==> src/rtl/sample_deserializer.sv <==
// sample_deserializer: gathers 8 serial DW-bit samples into one parallel block.
//   clk        rising-edge clock
//   reset      synchronous, active-high reset
//   in_valid   din holds a valid serial sample
//   din        serial sample; block element 0 arrives first
//   in_ready   block accepts din this cycle
//   out_valid  dout0..dout7 hold a complete block
//   out_ready  downstream consumes the block this cycle
//   dout0..7   parallel block; dout0 is the first sample received
//   blk_cnt    delivered-block count, present only with DESER_BLKCNT_EN
module sample_deserializer #(
   parameter int DW = 12
) (
   input  logic          clk,
   input  logic          reset,
   input  logic          in_valid,
   input  logic [DW-1:0] din,
   output logic          in_ready,
   output logic          out_valid,
   input  logic          out_ready,
   output logic [DW-1:0] dout0,
   output logic [DW-1:0] dout1,
   output logic [DW-1:0] dout2,
   output logic [DW-1:0] dout3,
   output logic [DW-1:0] dout4,
   output logic [DW-1:0] dout5,
   output logic [DW-1:0] dout6,
   output logic [DW-1:0] dout7
`ifdef DESER_BLKCNT_EN
   ,
   output logic [15:0]   blk_cnt
`endif
);
   localparam int N = 8;
   typedef enum logic {FILL, HOLD} state_t;
   state_t state, state_nxt;
   logic [2:0] idx;
   logic [DW-1:0] shadow [N];
   logic [DW-1:0] dout [N];
   logic slot_free, accept, last, load_in, load_hold;
   assign slot_free = !out_valid || out_ready;
   assign accept    = in_valid && in_ready;
   assign last      = accept && idx == 3'd7;
   // 8th sample bypasses shadow[7] straight into the output register
   assign load_in   = last && slot_free;
   assign load_hold = state == HOLD && slot_free;
   always_ff @(posedge clk)
      state <= reset ? FILL : state_nxt;
   always_comb
      state_nxt = (last && !slot_free) ? HOLD : load_hold ? FILL : state;
   always_comb
      in_ready = state == FILL;
   always_ff @(posedge clk) begin
      if (reset) begin
         idx       <= '0;
         out_valid <= 1'b0;
         shadow    <= '{default: '0};
         dout      <= '{default: '0};
      end else begin
         if (accept) begin
            shadow[idx] <= din;
            idx         <= idx + 3'd1;
         end
         if (load_in) begin
            for (int i = 0; i < N - 1; i++) dout[i] <= shadow[i];
            dout[N-1] <= din;
         end else if (load_hold) begin
            dout <= shadow;
         end
         // a load refills the slot even when the old block leaves at the same edge
         out_valid <= load_in || load_hold || (out_valid && !out_ready);
      end
   end
`ifdef DESER_BLKCNT_EN
   always_ff @(posedge clk)
      if (reset) blk_cnt <= '0;
      else if (out_valid && out_ready) blk_cnt <= blk_cnt + 16'd1;
`endif
   assign dout0 = dout[0];
   assign dout1 = dout[1];
   assign dout2 = dout[2];
   assign dout3 = dout[3];
   assign dout4 = dout[4];
   assign dout5 = dout[5];
   assign dout6 = dout[6];
   assign dout7 = dout[7];
endmodule

==> config.mk <==
export PLATFORM = sky130hd
export DESIGN_NAME = sample_deserializer
export DESIGN_NICKNAME = d
export VERILOG_FILES = /design/src/rtl/sample_deserializer.sv
export SDC_FILE = /design/constraint.sdc
export NUM_CORES = 1
export LEC_CHECK = 0
export ABC_AREA = 1
export CAP_MARGIN = 20
export CORE_MARGIN = 8
export CORE_UTILIZATION = 30
export CTS_BUF_LIST = sky130_fd_sc_hd__clkbuf_4
export CTS_CLUSTER_SIZE = 16
export DETAILED_ROUTE_END_ITERATION = 8
export RECOVER_POWER = 50
export SETUP_SLACK_MARGIN = 0.4
export SYNTH_ARGS = -nofsm -noshare
export SYNTH_HDL_FRONTEND = slang
export SYNTH_SLANG_ARGS = --single-unit
==> constraint.sdc <==
create_clock -name clk -period 2 [get_ports clk]
set_clock_uncertainty 0.05 [all_clocks]
set_input_delay 0.3 -clock clk [delete_from_list [all_inputs] [get_ports clk]]
set_output_delay 0.3 -clock clk [all_outputs]
set_load 0.1 [all_outputs]
==> key figures <==
Outcome
  • Status: complete, no violations

Yosys
  • Synth Register Bits: 197
  • Register area share after synthesis: 54.8%
  • Unique masters post-synth: 21
  • Post-Syn Area per Cell: ~7.7 um2
  • Syn Nets: 949
  • Yosys warns: 0
  • Synthesized area: 0.00720 mm2
  • Synthesized netlist cell count: 931

Die
  • Initial cell density of the core: 30.6%
  • Std cell rows: 56
  • Die Y: around 170 um
  • Core footprint: 0.0235 mm2
  • Die area: 0.0292 mm2
  • Top Ports: 114
  • Die width: 171 um

GRT
  • First-pass GRT wire length: around 32,000 um
  • Largest net degree at the start of global routing: 87
  • Vias in the first global route: 5,763
  • Global-route usage over all layers: 14.1%
  • Initial antenna violation count: 1
  • Global route overflow: 0

Final layout
  • Area grow syn2layout: 38.9%
  • Storage cell area: between 0.003 and 0.004 mm2
  • Final instance area: 0.0100 mm2
  • Fillers: 2,431
  • Layout Nets: approximately 1,100
  • Area of the multi-input gates: 0.00281 mm2
  • Core Util, Final: 42.5%
  • Share of cells above drive strength 1: between 20% and 30%

Critical path
  • Nature of the critical path startpoint: flip-flop
  • CP delay by family, top: compound AO/OA/AOI/OAI gates
  • CP most frequent cell: ha_4
  • CP Launch Point: idx[0]
  • Worst Setup Path Type: flip-flop to flip-flop
  • Req. time, crit path: 2.42 ns
  • CP max FO: 13
  • Setup crit end: dout2[5]
  • R2R Path End: dout2[5]
  • WP buf/inv: 2
  • Reg2reg start: idx[0]
  • Crit-path max cell delay: 0.37 ns
  • CP Capture Type: flip-flop
  • Crit path depth: 8
  • Register-to-Register Path Depth: 8
  • Crit-path slowest cell: dfxtp_1
  • R2R setup slack: 0.25 ns
  • Crit path cell chain: ha_4 -> ha_4 -> a21oi_1 -> nor2_4 -> buf_12 -> buf_16 -> o21ai_0 -> nor2_1
  • Worst Path Arrival: between 2 and 2.5 ns

CTS
  • Hold_buf cts: 0
  • CTS tree: yes
  • Clk slew on worst S/H paths: 0.15 ns
  • TritonCTS Buffers: 17
  • Clk sinks: just under 200
  • Clk_lat worst skew: 0.57 ns
  • CTS root buf: clkbuf_4
  • H-tree depth: 4
  • CTS Buffer Depth: 2

Power and ir drop
  • Clk pwr share: between 30% and 40%
  • Switching part of the total: 26.2%
  • Pleak: 4.31 nW
  • Sequential share of power: 57.6%
  • Peak VDD IR: 0.000317 V
  • Comb pwr share: 8.8%
  • P per Cell Area: between 700 and 800 mW/mm2
  • Switch Pwr: 0.00186 W
  • Internal: ~0.0052 W

Route
  • DR DRC count: 0
  • Drt pass-1 iters: 4
  • Drt total wl: 21,600 um
  • Wire per inst: 15.6 um
  • Vias: 6,231
  • Antenna Nets Post-Route: 0
  • DR vias/cell: ~4.5
  • Number of DRC markers in iteration 0: 440

Timing
  • Slew @ Worst Pin: 0.585 ns
  • Final period utilization: between 80 and 90%
  • Max Slew Vio Count: 0
  • RSZ-0062 raised after global routing: yes
  • Setup-failing EPs final: 0
  • Min cycle time layout: 1.75 ns
  • Setup TNS Final: 0 ns
  • Slew headroom: 61.2%
  • Hold Vio Cnt, Final: 0
  • Fmax: 571 MHz

Worst hold path
  • Hold Path Class: flip-flop to flip-flop

Run
  • MaxCap Viol Count: 0

Placement
  • Placed cell area: 0.00853 mm2
  • Input/output buffers: around 110
  • Placer Congestion: 0.705
  • Post-DP HPWL: 12,400 um
## synthesized netlist by cell type
cell	n	area [um2]
clkbuf_2	6	30.0
nand2_4	1	11.3
nor2_2	1	6.26
clkbuf_1	24	90.1
buf_6	8	90.1
nor2_4	3	33.8
buf_2	17	85.1
buf_4	6	45.0
inv_1	34	128
inv_2	6	22.5
o21ai_0	181	906
nand2_1	59	221
a21oi_4	1	16.3
o21bai_1	12	90.1
nor3_1	2	10.0
nor2_1	330	1240
ha_1	2	25.0
nand3_1	1	5.00
nand3_2	1	10.0
dfxtp_1	197	3940
a21oi_1	39	195
## metal layers
layer	global-route usage, %	up-vias	routed length (um)
li1	-	3221	-
met1	19.1	2881	10100
met2	22.3	113	10200
met3	3.62	16	1130
met4	3.48	0	204
met5	0	-	0
## metrics by stage
stage               power (W)  instances  setup WS [ns]  hold WS (ns)
floorplan             0.00452        931          0.406         0.309
global placement      0.00474       1338         0.0655         0.388
detailed placement    0.00475       1338        0.00823         0.392
CTS                   0.00716       1377          0.366         0.388
global route          0.00741       1388          0.171         0.408
finish                0.00709       1388          0.249         0.412
## power groups by stage
stage / sequential [W] / clock, W / combinational [W]
2_1_floorplan: 0.00426 / 0 / 0.000266
3_3_place_gp: 0.00416 / 0 / 0.000578
3_5_place_dp: 0.00416 / 0 / 0.000583
4_1_cts: 0.00408 / 0.00247 / 0.000612
5_1_grt: 0.00410 / 0.00263 / 0.000679
6_report: 0.00408 / 0.00239 / 0.000624
## cell usage in the layout (no fill, tap or decap), drive strengths merged
cell type and n:
nand3 2, clkinvlp 2, o21ai 181, inv 42, bufinv 4, clkdlybuf4s50 15, ha 2, nand2 60
nor3 2, a21oi 40, nor2 334, buf 141, clkbuf 24, clkinv 6, dfxtp 197, o21bai 12
diode 5
## kinds of logic (layout without fill, tap and decap cells)
kind of cell | count (synthesis) | in the layout | synth area share [%]
compound gates | 233 | 233 | 16.8
fa+ha+maj | 2 | 2 | 0.347
buf+inv | 101 | 234 | 6.81
flops | 197 | 197 | 54.8
other cells | 0 | 5 | 0
simple gates | 398 | 398 | 21.3
## area by class of cell
| cell class | count | area share (%) |
|---|---|---|
| flip-flops and latches | 197 | 39.7 |
| multi-input cells | 633 | 28.1 |
| repair buffers | 162 | 23.3 |
| well taps | 319 | 3.99 |
| clock inverters | 14 | 1.81 |
| inverters | 40 | 1.63 |
| clock buffers | 18 | 1.35 |
| diodes | 5 | 0.125 |
## worst register-to-register path, stage by stage (launching register included)
cell     delay [ns]
dfxtp_1        0.37
ha_4           0.17
ha_4           0.15
a21oi_1        0.27
nor2_4         0.10
buf_12         0.17
buf_16         0.16
o21ai_0        0.18
nor2_1         0.06
## worst min-delay path by stage
stage | slack, ns | to | cells past startpoint | from
3_5_place_dp | 0.39 | shadow[1] | 2 | shadow[1]
6_report | 0.41 | shadow[2] | 2 | shadow[2]
5_1_grt | 0.41 | shadow[23] | 3 | reset
3_3_place_gp | 0.39 | shadow[0] | 2 | shadow[0]
4_1_cts | 0.39 | shadow[23] | 4 | din[11]
2_1_floorplan | 0.31 | out_valid | 1 | reset
## state kept, by name (all words and copies together), names as in the netlist
signal	flops
dout3	12
shadow	96
dout6	12
idx	3
dout4	12
dout1	12
dout7	12
state	1
dout0	12
out_valid	1
dout2	12
dout5	12
## what timing repair did
| action | CTS | global route |
|---|---|---|
| pin swaps | 1 | 0 |
| setup buffers | 4 | 2 |
| setup endpoints to repair | 220 | 187 |
| gates resized for setup | 160 | 189 |
| gates cloned | 3 | 4 |
Power figures use the tool's default switching activity.
